[config.mk]
export PLATFORM = sky130hd
export DESIGN_NAME = ram_arbiter
export DESIGN_NICKNAME = d
export VERILOG_FILES = /design/src/rtl/ram_arb_pkg.sv /design/src/rtl/ram_arb_rr.sv /design/src/rtl/ram_arbiter.sv
export SDC_FILE = /design/constraint.sdc
export NUM_CORES = 1
export LEC_CHECK = 0
export ABC_AREA = 1
export ABC_CLOCK_PERIOD_IN_PS = 1370
export CAP_MARGIN = 20
export CORE_MARGIN = 3
export CORE_UTILIZATION = 23
export DETAILED_ROUTE_END_ITERATION = 8
export GPL_TIMING_DRIVEN = 0
export PLACE_DENSITY_LB_ADDON = 0.15
export SLEW_MARGIN = 20
export SYNTH_ARGS = -nofsm -noshare
export SYNTH_HDL_FRONTEND = slang
export SYNTH_SLANG_ARGS = --single-unit
[constraint.sdc]
create_clock -name clk -period 1.37 [get_ports clk]
set_input_delay 0.2055 -clock clk [delete_from_list [all_inputs] [get_ports clk]]
set_output_delay 0.2055 -clock clk [all_outputs]
set_load 0.02 [all_outputs]
[src/rtl/ram_arb_pkg.sv]
`default_nettype none
// ============================================================================
// Module   : ram_arb_pkg
// Purpose  : Shared types for the two-port RAM arbiter: port index, lock FSM
//            state encoding and the lock-counter width helper.
// Ports    : none (package)
// Macro    : RAM_ARB_LOCK_EN (consumers only; the package is unconditional)
// Revision : 1.0 - initial release
// ============================================================================
package ram_arb_pkg;

    // Index of a requester: 0 = instruction fetch, 1 = load/store.
    typedef logic port_t;

    // Grant-lock state machine encoding.
    typedef enum logic [0:0] {
        IDLE   = 1'b0,
        LOCKED = 1'b1
    } lock_state_t;

    // Width of a counter that must hold values 0..max_lock inclusive.
    function automatic int lock_cnt_width(input int max_lock);
        return (max_lock < 1) ? 1 : $clog2(max_lock + 1);
    endfunction

endpackage : ram_arb_pkg
`default_nettype wire

[src/rtl/ram_arb_rr.sv]
`default_nettype none
// ============================================================================
// Module   : ram_arb_rr
// Purpose  : Two-way round-robin picker. Masked-out requests are ignored; on
//            contention the port that was NOT granted last wins.
// Ports    : i_req[1:0]  raw requests
//            i_last      port granted most recently
//            i_mask[1:0] ports eligible this cycle
//            o_gnt[1:0]  one-hot (or zero) grant
// Revision : 1.0 - initial release
// ============================================================================
module ram_arb_rr (
    input  logic [1:0] i_req,
    input  logic       i_last,
    input  logic [1:0] i_mask,
    output logic [1:0] o_gnt
);

    logic [1:0] w_req;

    assign w_req = i_req & i_mask;

    always_comb begin
        o_gnt = w_req;
        if (w_req == 2'b11) begin
            o_gnt = i_last ? 2'b01 : 2'b10;
        end
    end

endmodule : ram_arb_rr
`default_nettype wire

[src/rtl/ram_arbiter.sv]
`default_nettype none
// ============================================================================
// Module   : ram_arbiter
// Purpose  : Shares one synchronous RAM (1-cycle registered read) between an
//            instruction-fetch port (0) and a load/store port (1). At most one
//            request is granted per cycle; read data is routed back to the
//            issuing port one cycle later via rvalid0/rvalid1.
// Ports    : clk, resetn (async, active low)
//            req/we/addr/wdata/lock 0,1   requester side
//            gnt0/gnt1 (combinational), rvalid0/rvalid1, rdata
//            ramReadAddress, ramWriteAddress, ramWrite, ramIn, ramOut
// Macro    : RAM_ARB_LOCK_EN - enables the grant-lock FSM (lock0/lock1).
//            Undefined: lock inputs are ignored, pure round-robin.
// Revision : 1.0 - initial release
// ============================================================================
module ram_arbiter
    import ram_arb_pkg::*;
#(
    parameter int dataWidth = 16,
    parameter int addrWidth = 8,
    parameter int maxLock   = 4
) (
    input  logic                 clk,
    input  logic                 resetn,
    input  logic                 req0,
    input  logic                 req1,
    input  logic                 we0,
    input  logic                 we1,
    input  logic [addrWidth-1:0] addr0,
    input  logic [addrWidth-1:0] addr1,
    input  logic [dataWidth-1:0] wdata0,
    input  logic [dataWidth-1:0] wdata1,
    input  logic                 lock0,
    input  logic                 lock1,
    output logic                 gnt0,
    output logic                 gnt1,
    output logic                 rvalid0,
    output logic                 rvalid1,
    output logic [dataWidth-1:0] rdata,
    output logic [addrWidth-1:0] ramReadAddress,
    output logic [addrWidth-1:0] ramWriteAddress,
    output logic                 ramWrite,
    output logic [dataWidth-1:0] ramIn,
    input  logic [dataWidth-1:0] ramOut
);

    logic [1:0]           w_req;
    logic [1:0]           w_mask;
    logic [1:0]           w_gnt;
    logic                 w_any;
    port_t                w_sel;
    logic                 w_we;
    logic [addrWidth-1:0] w_addr;
    logic [dataWidth-1:0] w_wdata;

    logic                 r_last;
    logic                 r_pend_valid;
    port_t                r_pend_port;

    // Requests are suppressed while in reset so no grant (and therefore no
    // RAM write or pending read) can be produced during reset.
    assign w_req = {req1, req0} & {2{resetn}};

    ram_arb_rr u_rr (
        .i_req  (w_req),
        .i_last (r_last),
        .i_mask (w_mask),
        .o_gnt  (w_gnt)
    );

    assign gnt0 = w_gnt[0];
    assign gnt1 = w_gnt[1];

    assign w_any   = |w_gnt;
    assign w_sel   = w_gnt[1];
    assign w_we    = w_sel ? we1    : we0;
    assign w_addr  = w_sel ? addr1  : addr0;
    assign w_wdata = w_sel ? wdata1 : wdata0;

    // RAM side: everything is forced to zero when nothing is granted.
    assign ramWrite        = w_any & w_we & resetn;
    assign ramWriteAddress = ramWrite ? w_addr  : '0;
    assign ramIn           = ramWrite ? w_wdata : '0;
    assign ramReadAddress  = (w_any & ~w_we) ? w_addr : '0;

    // Read data is a shared bus; rvalidN says whose it is.
    assign rdata   = ramOut;
    assign rvalid0 = r_pend_valid & (r_pend_port == 1'b0);
    assign rvalid1 = r_pend_valid & (r_pend_port == 1'b1);

    // Priority pointer and pending-read tag. last resets to 1 so port 0 wins
    // the first contention.
    always_ff @(posedge clk or negedge resetn) begin
        if (!resetn) begin
            r_last       <= 1'b1;
            r_pend_valid <= 1'b0;
            r_pend_port  <= 1'b0;
        end else begin
            if (w_any) begin
                r_last <= w_sel;
            end
            r_pend_valid <= w_any & ~w_we;
            r_pend_port  <= w_sel;
        end
    end

`ifdef RAM_ARB_LOCK_EN
    localparam int c_CNT_W = lock_cnt_width(maxLock);

    lock_state_t        r_state;
    port_t              r_owner;
    logic [c_CNT_W-1:0] r_cnt;
    logic               w_lock_sel;

    assign w_lock_sel = w_sel ? lock1 : lock0;

    // While locked only the owner is eligible; the other port stalls.
    assign w_mask = (r_state == LOCKED) ? (r_owner ? 2'b10 : 2'b01) : 2'b11;

    // r_cnt counts owner grants including the one that entered LOCKED; the
    // grant that brings it to maxLock is the last one of the burst.
    always_ff @(posedge clk or negedge resetn) begin
        if (!resetn) begin
            r_state <= IDLE;
            r_owner <= 1'b0;
            r_cnt   <= '0;
        end else begin
            case (r_state)
                IDLE: begin
                    // With maxLock == 1 the entering grant is already the last.
                    if (w_any && w_lock_sel && (maxLock > 1)) begin
                        r_state <= LOCKED;
                        r_owner <= w_sel;
                        r_cnt   <= c_CNT_W'(1);
                    end
                end
                LOCKED: begin
                    // No grant here means the owner dropped its request.
                    if (!w_any || !w_lock_sel ||
                        (r_cnt == c_CNT_W'(maxLock - 1))) begin
                        r_state <= IDLE;
                        r_cnt   <= '0;
                    end else begin
                        r_cnt <= r_cnt + c_CNT_W'(1);
                    end
                end
                default: begin
                    r_state <= IDLE;
                    r_cnt   <= '0;
                end
            endcase
        end
    end
`else
    logic w_unused_lock;

    assign w_mask        = 2'b11;
    assign w_unused_lock = lock0 ^ lock1;
`endif

endmodule : ram_arbiter
`default_nettype wire

==> flow_summary.json, run 1 <==
{
  "vias": 1454,
  "ant_nets": 0,
  "worstPathCellList": "nand2_4 -> nand2_8 -> nand2_4 -> nand3_4 -> buf_16 -> clkinvlp_4 -> buf_6",
  "final_common_cell": "clkdlybuf4s50_1",
  "cts_buffer_depth": 2,
  "synthSimpleGateAreaFrac": 0.503,
  "status": "finished, violations left",
  "die_area_um2": 4930,
  "synth_nets": 244,
  "drc": 0,
  "critPathKind": "reg2out",
  "numPortBuffers": 106,
  "fin_crit_ns": 1.78,
  "worst_slack_ns": -0.414,
  "violations": "setup timing",
  "clock_skew_ns": 0.00297,
  "grtUsageMet1": 0.192,
  "r2r-start": "r_last$_DFFE_PN1P_",
  "grt_max_degree": 11,
  "grt_pass1_vias": 1443,
  "fin_crit_sh": 1.30,
  "numCtsBuffers": 3,
  "ys_seq_elements": 3,
  "slew_viol_final": 0,
  "syn_area_per_cell_um2": 5.51,
  "globalRoute.busiestLayer": "met2",
  "root_buffer": "clkbuf_8",
  "r2r_slack_ns": 0.21,
  "synth_fa_ha_area_frac": 0,
  "synth_cell_type_count": 19,
  "drtIter0Drc": 27,
  "yosysWarnings": 0,
  "mostFrequentLayoutCells": "66 x clkdlybuf4s50_1, 36 x nand2_1, 27 x nor2_4, 27 x buf_6, 27 x buf_4",
  "grt_pass1_wl_um": 6580,
  "crit_start": "r_last$_DFFE_PN1P_",
  "cts_tree": "yes",
  "max_freq_mhz": 561,
  "worstSkewPairLatency_ns": 0.21,
  "synth_top_family_by_area": "simple AND/OR/NAND/NOR gates",
  "critical_path.most_common_cell": "nand2_4",
  "diodes": 0,
  "ys_top_cells_by_area": "nand2_1 17%, inv_1 14%, buf_4 13%",
  "synth_compound_area_frac": 0.0765,
  "ir_worst_vdd_v": 0.000489,
  "met3_usage": 0.0647,
  "cts.clk_slew.worst_paths_ns": 0.03,
  "worst-endpoint-required_ns": 1.16,
  "wl_um": 4120,
  "cp-end-kind": "output port",
  "rsz0062_at_grt": "yes",
  "synth_area_um2": 948,
  "io_pins": 125,
  "synthXorXnorAreaFrac": 0,
  "core_area_um2": 3830,
  "path_delay_family": "flip-flops",
  "row_count": 22,
  "crit_path_max_incr_delay_ns": 0.54,
  "power.leakage_nw": 1.25,
  "muxShareOfSynthArea": 0,
  "cpMaxStageDelayCell": "dfstp_2",
  "wl_per_cell_um": 12.0,
  "dr.pass1.iters": 4,
  "dieWidth_um": 70.2,
  "dp_hpwl_um": 3180,
  "track_usage": 0.165,
  "layout-drive-gt1-share": 0.469,
  "worstPathMaxFanout": 7,
  "setup_viol": 35,
  "met2_usage": 0.284,
  "tightest_slew_ns": 0.240,
  "die_h_um": 70.2,
  "nNetsFinal": 367,
  "cts.sinks": 3,
  "syn_to_final_growth_pct": 171,
  "gp_congestion": 0.734,
  "netlist_instances": 172,
  "hold_viol_final": 0,
  "maxCapViolations": 0,
  "ys_seq_area_frac": 0.0805,
  "start_util": 0.248,
  "final.setup.tns_ns": -12.96,
  "relSlewSlack": 0.839,
  "yosysTopAreaCell": "nand2_1",
  "antenna_found_initial": 0,
  "globalRouteOverflowTotal": 0,
  "synth.top_cell.area_share": 0.166,
  "cp-start-kind": "flip-flop",
  "hold_path.class": "in2async",
  "power_density_nw_per_um2": 501,
  "worst_ep_arrival_time_ns": 1.58,
  "h-tree-depth": 1,
  "hold_ws_ns": 0.145,
  "avgViaCountPerCell": 4.25,
  "crit_buf_inv": 3
}
power by group:
group / internal, W / switching [W]
Clock: 0.000198 / 0.0000564
Combinational: 0.000476 / 0.000453
Sequential: 0.000100 / 0.00000594
Total: 0.000774 / 0.000515
kinds of logic after synthesis:
family                 after synthesis
AND/OR/NAND/NOR                     99
AO/OA/AOI/OAI                       11
flip-flops                           3
buffers and inverters               59
timing repair:
item,4_1_cts,5_1_grt
cloned,3,0
endpoints found under the hold margin,2,0
buffers inserted,8,1
hold buffers,1,0
resized for setup,217,24
endpoints found under the setup margin,38,35
pin swaps,6,9
flip-flops by register name, indices dropped and copies added (netlist names):
| name | count |
|---|---|
| r_pend_valid | 1 |
| r_last | 1 |
| r_pend_port | 1 |
metal layers:
layer | vias up | wire (um)
met4 | 0 | 23
met5 | - | 0
li1 | 742 | -
met2 | 91 | 2000
met1 | 619 | 1640
met3 | 2 | 462
cell usage after synthesis:
cell      instances
dfstp_2           1
nand3_1          18
dfrtp_1           2
o21ai_1           4
inv_1            35
nor2_2           19
nand2_4           1
buf_4            17
o21ai_2           4
nor2_1           14
buf_6             4
buf_2             2
nand2_2           3
clkinv_4          1
nand2_1          42
nand3_4           1
a211oi_1          1
o21ai_0           2
nand3_2           1
cell type report:
| cell class | instances | area [um^2] |
|---|---|---|
| multi-input combinational | 111 | 846 |
| tap | 48 | 60.1 |
| fill | 341 | 1250 |
| buffer | 22 | 209 |
| clock buffer | 4 | 45.0 |
| sequential | 3 | 76.3 |
| inverter | 36 | 144 |
| timing repair buffer | 118 | 1190 |
metrics by stage:
stage	power, W	cell area [um^2]	utilization	std cells	setup slack, ns
6_report	0.00129	2570	0.673	342	-0.414
2_1_floorplan	0.000549	1130	-	172	-0.0782
3_5_place_dp	0.000908	2250	0.588	326	-1.12
5_1_grt	0.00137	2570	0.673	342	-0.469
4_1_cts	0.00127	2520	0.660	341	-0.436
3_3_place_gp	0.000903	2250	0.588	326	-1.12
final timing paths:
check,end,cells past startpoint
worst max-delay path,ramWrite,7
worst min-delay path,r_last$_DFFE_PN1P_,1
worst max register to register,r_pend_valid$_DFF_PN0_,5
worst min register to register,r_last$_DFFE_PN1P_,3
max in group asynchronous,r_pend_valid$_DFF_PN0_,2
min in group clk,r_last$_DFFE_PN1P_,4
Note: power is estimated with default switching activity, not from simulation.
==> run 2: changes to the inputs <==
--- a/config.mk
+++ b/config.mk
@@ -6,7 +6,6 @@
 export NUM_CORES = 1
 export LEC_CHECK = 0
 export ABC_AREA = 1
-export ABC_CLOCK_PERIOD_IN_PS = 1370
 export CAP_MARGIN = 20
 export CORE_MARGIN = 3
 export CORE_UTILIZATION = 23
==> results of run 2 <==
No change in the layout: final DEF, timing and power equal those of run 1.
==> RTL change 1, RTL diff (flow settings as in run 2) <==
Build with the macro `RAM_ARB_LOCK_EN` defined.
--- a/src/rtl/ram_arbiter.sv
+++ b/src/rtl/ram_arbiter.sv
@@ -15,2 +15,4 @@
 // ============================================================================
+`define RAM_ARB_LOCK_EN
+
 module ram_arbiter
Check against the original RTL: not equivalent (Yosys sat finds a counterexample within 4 cycles, from zero or initial values and one cycle with resetn low).
==> RTL change 1 against run 2 <==
The flow still finishes with violations (negative setup slack). Combinational power grew 37%. Critical path depth increased by 4. Worst hold slack lost 86 ps. Wire length up 16%. Area after synthesis grew 25%. Cell count grew 22%. Final area rose by 24%. Total power is 46% higher. Setup slack got worse by 200 ps. Sequential cell count grew 5. Critical path type unchanged. Highest routed layer unchanged.
==> RTL change 1: results (changes against run 2) <==
metric	value	unit	change
vias	1646		+13%
yosys-top-cells-area	nand2_1 (24%), dfrtp_1 (15%), inv_1 (14%)		
reg2regPathDepth	10		+5
async_reset_ff_share	100	%	unchanged
setup_slack	-618	ps	-204 ps
dp.cells	387		+19%
grt_pass1_wl	7.29	mm	+11%
grt_max_degree	12		+1
regToRegEndpoint	r_cnt[2]		
track_usage	14.7	%	-1.8 points
leakagePower	1.57	nW	+26%
syn_inst	212		+23%
finalSetupViolCount	40		+14%
tightest_slew	320	ps	+79.6 ps
reg2reg_from	r_owner		
ys.warnings.count	0		unchanged
fill_cells	412		+21%
status	finished with violations		
n_antenna_cell	0		unchanged
place_ws	-1590	ps	-463 ps
synth_fp_nets	286		+17%
synth_ff_type	dfrtp_1		
path_class	register to output pin		
hold_class	primary input to async pin		
holdWs	58.7	ps	-86.4 ps
p_comb	1.27	mW	+37%
cts_root_buffer	clkbuf_8		
cp-endpoint	ramWrite		
p_sw_share	39.6	%	-0.37 points
largest_reg_flops	3		
routedWlPerCell	11.5	um	-4.5%
nets	425		+16%
crit_fanout	6		-1
drive_gt1_share	47.4	%	+0.49 points
cts_max_level	1		unchanged
cp_data_arrival_time	1780	ps	+200 ps
violations	negative setup slack		
seq_cell_power	0.313	mW	+200%
yosys-top-cells-count	nand2_1 (76), inv_1 (43), nor2_2 (19)		
peakVddDrop	0.000475	V	-3.0%
cts_buffer_depth	2		unchanged
rrSetupSlack	-130	ps	-340 ps
cts_inserted_buffers	3		unchanged
final_cells	417		+22%
io_buffers	108		+1.9%
seq_area_frac_synth	17.0	%	+8.9 points
clkLatencyLatePin	230	ps	+20 ps
dp_hpwl	3.48	mm	+9.2%
drt_iter0_drc	21		-22%
gp_congestion	0.788		+7.4%
top_register	r_cnt		
fin_skew	6.64	ps	+3.66 ps
[RTL change 1: cell count changes after synthesis, moves of 4 or more]
cell | before | now
o21ai_1 | 4 | 0
o21ai_0 | 2 | 10
nand3_1 | 18 | 4
dfrtp_1 | 2 | 7
nand2_1 | 42 | 76
inv_1 | 35 | 43
o21ai_2 | 4 | 0
[RTL change 1: critical path: stages (launching register included)]
cell	delay, ps
dfrtp_1	390
inv_2	70
a21oi_4	230
buf_6	140
nand2_4	60
nand2_4	80
nand2_4	60
nand2_8	100
buf_12	120
buf_12	120
inv_1	40
buf_4	150
[RTL change 1: kinds of logic after synthesis]
| logic type | after synthesis | share of synthesized area, % |
|---|---|---|
| compound gates | 14 | 6.85 |
| buf+inv | 66 | 28.2 |
| simple gates | 122 | 45.8 |
| fa+ha+maj | 2 | 2.11 |
| flops | 8 | 17.0 |
[RTL change 1: area by class of cell]
class	instances	area share, %
well taps	67	2.63
multi-input cells	139	33.3
inverters	44	5.33
repair buffers	133	44.0
flip-flops and latches	8	6.35
plain buffers	22	6.98
clock buffers	4	1.41
[RTL change 1: through the flow]
step | TNS, ps | instance area [sq um] | power, mW
global placement | -58300 | 2560 | 1.29
global route | -22890 | 3190 | 2.01
floorplan | -4910 | 1400 | 0.880
finish | -19350 | 3190 | 1.88
CTS | -20520 | 2930 | 1.77
detailed placement | -57630 | 2560 | 1.29
[RTL change 1: what timing repair did]
item / in CTS / in global routing
hold endpoints to repair: 7 / 0
hold buffers: 1 / 0
setup endpoints to repair: 45 / 42
resized for setup: 233 / 52
cloned: 3 / 1
setup buffers: 13 / 9
pin swaps: 20 / 11
[RTL change 1: per-layer routing]
metal  GRT usage [%]  vias up  wire (um)
met4            2.67        0         36
met3            7.19        4        569
li1                -      877          -
met1            15.6      694       1690
met2            26.2       71       2500
met5               0        -          0
==> RTL change 2, RTL diff (flow settings as in run 2) <==
Without the edit above. `addrWidth`: 8 -> 9.
--- a/src/rtl/ram_arbiter.sv
+++ b/src/rtl/ram_arbiter.sv
@@ -19,3 +19,3 @@
     parameter int dataWidth = 16,
-    parameter int addrWidth = 8,
+    parameter int addrWidth = 9,
     parameter int maxLock   = 4
Interface: changed (resized addr0, addr1, ramReadAddress and ramWriteAddress); port bits go from 125 to 129. No check against the original RTL was run, so the function may have changed too.
==> RTL change 2 against run 2 <==
The flow still finishes with violations (negative setup slack). Core utilization increased by 5.2 points. Cell count increased by 3.2%. Sequential cell count unchanged. Total power increased by 6.0%. Wire length increased by 5.5%. Final area increased by 6.2%. Non-clock buffer count increased by 6. Setup slack got worse by 6.9 ps. Combinational power increased by 6.9%. Area after synthesis decreased by 2.8%.
==> RTL change 2: results (changes against run 2) <==
metric	value	unit	change
drive_gt1_share	51.8	%	+4.9 points
nets	380		+3.5%
fin_skew	1.54	ps	-1.43 ps
sequentialPowerShare	7.7	%	-0.5 points
rrSetupSlack	70	ps	-140 ps
yosys-top-cells-area	nand2_1 (18%), inv_1 (15%), buf_4 (14%)		
holdWs	101	ps	-44.1 ps
leakagePower	1.32	nW	+6.0%
yosys-top-cells-count	nand2_1 (43), inv_1 (36), nor2_1 (29)		
final_cells	353		+3.2%
tns	-14410	ps	-1450 ps
cp_data_arrival_time	1590	ps	
violations	negative setup slack		
io_buffers	110		+3.8%
vias_per_cell	4.32		+1.5%
dp_hpwl	3.04	mm	-4.6%
ys.warnings.count	0		unchanged
dp.cells	336		+3.1%
synth_fp_nets	252		+3.3%
setup_slack	-421	ps	-6.85 ps
gp_congestion	0.774		+5.5%
tightest_slew	236	ps	-3.98 ps
finalSetupViolCount	37		+5.7%
drt_iter0_drc	43		+59%
track_usage	17.7	%	+1.2 points
regToRegEndpoint	r_pend_port		
place_ws	-1260	ps	-133 ps
p_sw	0.546	mW	+6.1%
reg.largest.list	r_last (1), r_pend_port (1), r_pend_valid (1)		
hold_class	primary input to async pin		
reg2regPathDepth	6		+1
peakVddDrop	0.000489	V	about the same
seq_area_frac_synth	8.28	%	+0.23 points
routedWlPerCell	12.3	um	+2.2%
status	finished with violations		
synth.avg_cell_area	5.18	sq um	-6.0%
p_comb	0.992	mW	+6.9%
dpl_cell_area	0.00226	sq mm	+0.72%
grt_pass1_vias	1490		+3.3%
grt_pass1_wl	7.07	mm	+7.3%
## RTL change 2: cell count changes after synthesis, sizes merged
cell / delta
o21ai: +1
inv: +1
clkbuf: +2
buf: -1
nand2: +1
nor2: +2
## RTL change 2: how the worst max path moves through the flow
stage	from	end	slack, ps
6_report	r_last	ramWriteAddress[2]	-420
2_1_floorplan	r_last	ramIn[0]	-120
5_1_grt	r_last	ramIn[9]	-490
3_3_place_gp	resetn	ramReadAddress[0]	-1220
4_1_cts	r_last	ramReadAddress[7]	-470
3_5_place_dp	resetn	ramReadAddress[7]	-1260
## RTL change 2: repair_timing
item | 4_1_cts | 5_1_grt
setup buffers | 12 | 0
hold buffers | 1 | 0
hold endpoints to repair | 2 | 0
cloned | 3 | 2
endpoints found under the setup margin | 40 | 38
resized for setup | 253 | 47
pin swaps | 14 | 19
## RTL change 2: per-layer routing
layer  vias up  track usage [%]  wire, um
li1        768                -         -
met1       655             22.4      1750
met2        95             28.8      2060
met3         6             5.94       489
met4         0             4.56        51
met5         -                0         0
## RTL change 2: area by class of cell
type | instances | area (sq um)
Timing Repair Buffer | 124 | 1340
Fill cell | 340 | 1040
Multi-Input combinational cell | 115 | 860
Buffer | 22 | 203
Inverter | 37 | 146
Sequential cell | 3 | 76.3
Tap cell | 48 | 60.1
Clock buffer | 4 | 45.0
## RTL change 2: cell families after synthesis
logic type / count (synthesis) / share of synthesized area (%)
simple gates: 102 / 49.4
buf+inv: 61 / 35.5
compound gates: 12 / 6.78
flops: 3 / 8.28
## RTL change 2: worst max-delay path: stages, from the launching register on
cell     delay [ps]
dfstp_2         540
nand2_4          80
nand2_4          90
buf_12          140
nand2_4          50
nand3_4         130
buf_8           160
nor2_2           40
buf_6           130
